===== config.mk =====
export PLATFORM = sky130hd
export DESIGN_NAME = spi_mem_slave
export DESIGN_NICKNAME = d
export VERILOG_FILES = /design/src/rtl/spi_mem_slave.sv
export SDC_FILE = /design/constraint.sdc
export NUM_CORES = 1
export LEC_CHECK = 0
export CORE_MARGIN = 2
export CORE_UTILIZATION = 48
export CTS_CLUSTER_SIZE = 8
export DETAILED_ROUTE_END_ITERATION = 12
export GPL_ROUTABILITY_DRIVEN = 0
export GPL_TIMING_DRIVEN = 0
export PLACE_DENSITY = 0.74
export SETUP_SLACK_MARGIN = 0.05
export SLEW_MARGIN = 25
export SYNTH_ARGS = -nofsm -noshare
export SYNTH_HDL_FRONTEND = slang
export SYNTH_SLANG_ARGS = --single-unit

===== constraint.sdc =====
create_clock -name clk -period 5.4 [get_ports clk]
set_input_delay 1.08 -clock clk [delete_from_list [all_inputs] [get_ports clk]]
set_output_delay 1.08 -clock clk [all_outputs]
set_load 0.01 [all_outputs]

===== src/rtl/spi_mem_slave.sv =====
// SPI mode-0 memory slave: READ/FAST_READ/WRITE plus mode register access.
// Sits between sampled SPI pin strobes and a synchronous single-port byte memory.
module spi_mem_slave #(
  parameter int ADDR_BITS  = 24,
  parameter int PAGE_BITS  = 5,
  parameter int DUMMY_BITS = 8
) (
  input  logic                 clk,
  input  logic                 rst_n,
  input  logic                 en,
  input  logic                 en2,
  input  logic                 cs_n,
  input  logic                 mosi,
  output logic                 miso,
  output logic [ADDR_BITS-1:0] mem_addr,
  output logic                 mem_en,
  output logic                 mem_wr,
  output logic [7:0]           mem_wdata,
  input  logic [7:0]           mem_rdata,
  output logic [1:0]           mode,
  output logic                 cmd_err,
  output logic [3:0]           dbg_state
);

  localparam logic [3:0] S_IDLE   = 4'd0;
  localparam logic [3:0] S_CMD    = 4'd1;
  localparam logic [3:0] S_ADDR   = 4'd2;
  localparam logic [3:0] S_DUMMY  = 4'd3;
  localparam logic [3:0] S_RDATA  = 4'd4;
  localparam logic [3:0] S_WDATA  = 4'd5;
  localparam logic [3:0] S_MRD    = 4'd6;
  localparam logic [3:0] S_MWR    = 4'd7;
  localparam logic [3:0] S_IGNORE = 4'd8;

  localparam logic [PAGE_BITS-1:0] PAGE_ONE = PAGE_BITS'(1);
  localparam logic [ADDR_BITS-1:0] ADDR_ONE = ADDR_BITS'(1);

  logic [3:0]           state;
  logic [7:0]           cnt;
  logic [6:0]           shreg;
  logic [7:0]           op;
  logic [ADDR_BITS-1:0] addr;
  logic [ADDR_BITS-1:0] addr_shift;
  logic [ADDR_BITS-1:0] addr_next;
  logic [7:0]           out_sr;
  logic [7:0]           rd_src;
  logic [7:0]           rx_byte;
  logic                 rd_pend;

  assign dbg_state = state;

  // Fresh read data bypasses out_sr so an en2 landing on the capture clk still sees it.
  always_comb begin
    addr_shift = {addr[ADDR_BITS-2:0], mosi};
    rx_byte    = {shreg, mosi};
    rd_src     = (rd_pend && state == S_RDATA) ? mem_rdata : out_sr;
    if (mode == 2'b10) addr_next = {addr[ADDR_BITS-1:PAGE_BITS], addr[PAGE_BITS-1:0] + PAGE_ONE};
    else               addr_next = addr + ADDR_ONE;
  end

  always_ff @(posedge clk or negedge rst_n) begin
    if (!rst_n) begin
      state     <= S_IDLE;
      cnt       <= '0;
      shreg     <= '0;
      op        <= '0;
      addr      <= '0;
      out_sr    <= '0;
      rd_pend   <= 1'b0;
      mode      <= 2'b01;
      miso      <= 1'b0;
      mem_en    <= 1'b0;
      mem_wr    <= 1'b0;
      cmd_err   <= 1'b0;
      mem_addr  <= '0;
      mem_wdata <= '0;
    end else begin
      mem_en  <= 1'b0;
      mem_wr  <= 1'b0;
      cmd_err <= 1'b0;
      rd_pend <= mem_en & ~mem_wr;
      if (cs_n) begin
        state   <= S_IDLE;
        miso    <= 1'b0;
        rd_pend <= 1'b0;
        cnt     <= '0;
      end else begin
        case (state)
          S_IDLE: begin
            miso  <= 1'b0;
            state <= S_CMD;
            if (en) begin
              shreg <= {shreg[5:0], mosi};
              cnt   <= 8'd1;
            end else begin
              cnt <= 8'd0;
            end
          end
          S_CMD: begin
            miso <= 1'b0;
            if (en) begin
              shreg <= {shreg[5:0], mosi};
              if (cnt == 8'd7) begin
                cnt <= '0;
                op  <= rx_byte;
                case (rx_byte)
                  8'h03, 8'h0B, 8'h02: state <= S_ADDR;
                  8'h05: begin
                    state  <= S_MRD;
                    out_sr <= {mode, 6'b0};
                  end
                  8'h01: state <= S_MWR;
                  default: begin
                    cmd_err <= 1'b1;
                    state   <= S_IGNORE;
                  end
                endcase
              end else begin
                cnt <= cnt + 8'd1;
              end
            end
          end
          S_ADDR: begin
            miso <= 1'b0;
            if (en) begin
              addr <= addr_shift;
              if (cnt == 8'(ADDR_BITS - 1)) begin
                cnt <= '0;
                if (op == 8'h0B) begin
                  state <= S_DUMMY;
                end else if (op == 8'h03) begin
                  state    <= S_RDATA;
                  mem_en   <= 1'b1;
                  mem_addr <= addr_shift;
                end else begin
                  state <= S_WDATA;
                end
              end else begin
                cnt <= cnt + 8'd1;
              end
            end
          end
          S_DUMMY: begin
            miso <= 1'b0;
            if (en) begin
              if (cnt == 8'(DUMMY_BITS - 1)) begin
                cnt      <= '0;
                state    <= S_RDATA;
                mem_en   <= 1'b1;
                mem_addr <= addr;
              end else begin
                cnt <= cnt + 8'd1;
              end
            end
          end
          S_RDATA: begin
            if (en2) begin
              miso   <= rd_src[7];
              out_sr <= {rd_src[6:0], 1'b0};
            end else if (rd_pend) begin
              out_sr <= mem_rdata;
            end
            // Prefetch the next byte as soon as the master has sampled bit 0.
            if (en) begin
              if (cnt == 8'd7) begin
                cnt <= '0;
                if (mode == 2'b00) begin
                  state <= S_IGNORE;
                end else begin
                  addr     <= addr_next;
                  mem_addr <= addr_next;
                  mem_en   <= 1'b1;
                end
              end else begin
                cnt <= cnt + 8'd1;
              end
            end
          end
          S_WDATA: begin
            miso <= 1'b0;
            if (en) begin
              shreg <= {shreg[5:0], mosi};
              if (cnt == 8'd7) begin
                cnt       <= '0;
                mem_en    <= 1'b1;
                mem_wr    <= 1'b1;
                mem_wdata <= rx_byte;
                mem_addr  <= addr;
                addr      <= addr_next;
                if (mode == 2'b00) state <= S_IGNORE;
              end else begin
                cnt <= cnt + 8'd1;
              end
            end
          end
          S_MRD: begin
            if (en2) begin
              miso   <= out_sr[7];
              out_sr <= {out_sr[6:0], 1'b0};
            end
            if (en) begin
              if (cnt == 8'd7) begin
                cnt    <= '0;
                out_sr <= {mode, 6'b0};
              end else begin
                cnt <= cnt + 8'd1;
              end
            end
          end
          S_MWR: begin
            miso <= 1'b0;
            if (en) begin
              shreg <= {shreg[5:0], mosi};
              if (cnt == 8'd7) begin
                cnt   <= '0;
                mode  <= shreg[6:5];
                state <= S_IGNORE;
              end else begin
                cnt <= cnt + 8'd1;
              end
            end
          end
          S_IGNORE: miso <= 1'b0;
          default: begin
            state <= S_IDLE;
            miso  <= 1'b0;
          end
        endcase
      end
    end
  end

endmodule


==> results.cfg <==
[synth]
synth_flop_cell = dfrtp_1
postSynthRegisterBits = 98
yosysWarningCount = 0
syn_inst = 672
ys_async_sr_fraction_pct = 100.0
yosysUniqueCellTypes = 72
syn_area_mm2 = 0.005887
ys_seq_area_share_pct = 41.68
syn_area_per_cell_um2 = 8.760
synth_edf_count = 0
syn_nets = 688

[layout]
area_delta_synth_final_pct = 17.83
layout.nets = 753
diodes = 0
drive_gt1_share_pct = 9.838
final-instance-count-excl-fill = 889

[pwr]
seq_power_share_pct = 42.2
netSwitchingPower_uw = 699.9
power.share.clock_pct = 32.1
ir_drop_uv = 235.2
p_int_mw = 1.384
pwr-share-comb_pct = 25.7
p_sw_share_pct = 33.59
power_mw = 2.083
power_density_mw_per_mm2 = 300.4
p_leak_nw = 2.744

[setup_path]
crit_path_start_kind = primary input
r2r_cells = 7
arrival_ns = 3.77
cp_common_cell = nor4_1
crit_cells = 7
cp_num_buf_inv = 2
crit_family = simple AND/OR/NAND/NOR gates
worst_ep_required_time_ns = 5.64
cp_slowest_cell = nor4_1
path_class = in -> reg
worstSetupEndpointType = flip-flop
crit_chain = clkdlybuf4s50_1 -> or2_2 -> nor4_1 -> o211ai_1 -> clkbuf_1 -> nor4_1 -> nor3_1
crit_path_max_fanout = 10
cpPeakStageDelay_ns = 0.55

[global_route]
grt_max_degree = 70
globalRouteOverflowTotal = 0
grt_pass1_wl_um = 27520
antenna_found_initial = 0
grt_usage_pct = 26.47
grt_pass1_vias = 5604

[die]
die_h_um = 114.7
die_area_mm2 = 0.01317
design.core.area_mm2 = 0.01201
initial_core_util_pct = 49.01
die_x_um = 114.7
rows = 40
io_pins = 56

[outcome]
status = completed

[route]
drtIter0Drc = 535
antenna_left = 0
vias = 5742
finalWirelength_um = 16960
viasPerCell = 6.459
wire_per_inst_um = 19.08
drc = 0
dr.pass1.iters = 7

[sta]
worst_pin_slew_ns = 0.9384
grt_setup_unrepaired = no
setup_viol = 0
fin_skew_ns = 0.008138
slew_headroom_pct = 37.38
tns_ns = 0
hold_violations = 0
post-route-min-period_ns = 3.535
max_freq_ghz = 0.2829
holdWs_ns = 0.4821
slew_viol_final = 0
post-route-period-util_pct = 65.46

[job]
cap_violations = 0

[clocking]
ctsResizeCount = 0
cts-htree-levels = 3
cts-buffers-inserted = 9
cts_sinks = 98
clock_path_buffers = 2
cts_tree = built
cts-root-buf = clkbuf_16
cts.clk_slew.worst_paths_ns = 0.07
hold_buffers = 0
postCtsSetupRepairBufs = 0
insertion_delay_ns = 0.37

[hold_path]
hold_path.class = reg -> reg
min_path_cells = 1

[placement]
place_hpwl_um = 11900
placed_cells = 873
portBuffers = 53
-- sequential cells by signal, indices dropped and copies added, names as in the netlist --
register / cells
addr: 24
mode: 2
shreg: 7
miso: 1
mem_addr: 24
dbg_state: 4
cnt: 8
out_sr: 8
rd_pend: 1
op: 8
mem_wdata: 8
mem_en: 1
mem_wr: 1
cmd_err: 1
-- cell usage after synthesis (5+ instances only) --
cell       n  area [µm²]
dfrtp_1   97        2427
nand2_1   63       236.5
a21oi_1   59       295.3
nor2_1    42       157.7
clkbuf_1  38       142.6
o21ai_0   38       190.2
nor3_1    29       145.1
o21ai_1   29       145.1
mux2_2    25       281.5
nand3_1   20       100.1
buf_2     16       80.08
a31oi_1   13       81.33
mux2i_1   13       130.1
inv_1     12       45.04
nor4_1     9       56.30
or4_1      9       67.56
a211oi_1   8       60.06
and3_1     8       50.05
a21o_1     7       52.55
a22oi_1    7       52.55
o31ai_1    7       52.55
a221oi_1   6       52.55
o21a_1     6       45.04
xnor2_1    6       52.55
and2_1     5       31.28
nand2b_1   5       31.28
nor2b_1    5       31.28
nor3b_1    5       37.54
o211ai_1   5       37.54
or3_1      5       31.28
-- layer usage --
layer	vias to the layer above	GRT usage [%]	part of all wire, %
li1	2621	-	-
met1	2763	34.26	41
met2	308	42.96	48
met3	50	4.797	8.3
met4	0	13.33	2.9
met5	-	0	0
-- per-stage QoR --
step | utilization, % | instance area (µm²) | setup WS [ns]
6_report | 57.75 | 6937 | 1.865
5_1_grt | 57.75 | 6937 | 1.731
4_1_cts | 57.75 | 6937 | 1.953
3_3_place_gp | 54.96 | 6601 | -0.4147
2_1_floorplan | - | 5887 | 2.672
3_5_place_dp | 55.24 | 6635 | 1.573
-- cells by family after synthesis --
family,count (synthesis),synth area share [%]
xor gates and xnor gates,11,1.764
adders and majority gates,2,0.4250
muxes,40,7.375
AOI/OAI and AO/OA,222,23.70
and+or+nand+nor,230,20.23
buffers and inverters,69,4.825
DFF,98,41.68
-- worst reg2reg max path, stage by stage (launching register included) --
cell      delay (ns)
dfrtp_1         0.54
clkbuf_1        0.41
or3b_1          0.18
clkbuf_1        0.33
clkbuf_1        0.48
nand2_1         0.42
o221ai_1        0.30
o41ai_1         0.11
-- cell type report --
class	count	area [µm²]
fill	1078	5075
multi-input combinational	505	3154
sequential	98	2454
timing repair buffer	54	559.3
buffer	57	239.0
clock buffer	10	229.0
tap	147	183.9
clock inverter	6	72.57
inverter	12	45.04
-- power groups by stage --
stage                     logic, mW  clock network (mW)  registers, mW
after floorplan               0.343                   0          0.882
after global routing          0.589               0.702          0.890
final                         0.535               0.669          0.880
after global placement        0.501                   0          0.890
after CTS                     0.525               0.677          0.879
after detailed placement      0.521                   0          0.894
-- cells in the final DEF (no fill, tap or decap), types with 16 or more instances in the layout --
| master | synthesis | final |
|---|---|---|
| clkbuf_1 | 38 | 39 |
| mux2_2 | 25 | 25 |
| buf_2 | 16 | 16 |
| dfrtp_1 | 97 | 97 |
| a21oi_1 | 59 | 59 |
| nor3_1 | 29 | 28 |
| o21ai_1 | 29 | 29 |
| clkdlybuf4s50_1 | 0 | 52 |
| nand3_1 | 20 | 20 |
| o21ai_0 | 38 | 38 |
| nor2_1 | 42 | 42 |
| nand2_1 | 63 | 63 |
-- path summary, 6_finish.rpt --
kind / to / slack [ns] / startpoint
setup / recovery: addr[14] / 1.87 / cs_n
hold / removal: mem_addr[16] / 0.48 / mem_addr[16]
setup reg to reg: addr[12] / 2.51 / dbg_state[1]
hold reg to reg: mem_addr[16] / 0.48 / mem_addr[16]
max in group asynchronous: mode[0] / 4.14 / rst_n
min in group asynchronous: addr[2] / 0.59 / rst_n
Power figures use the tool's default switching activity.
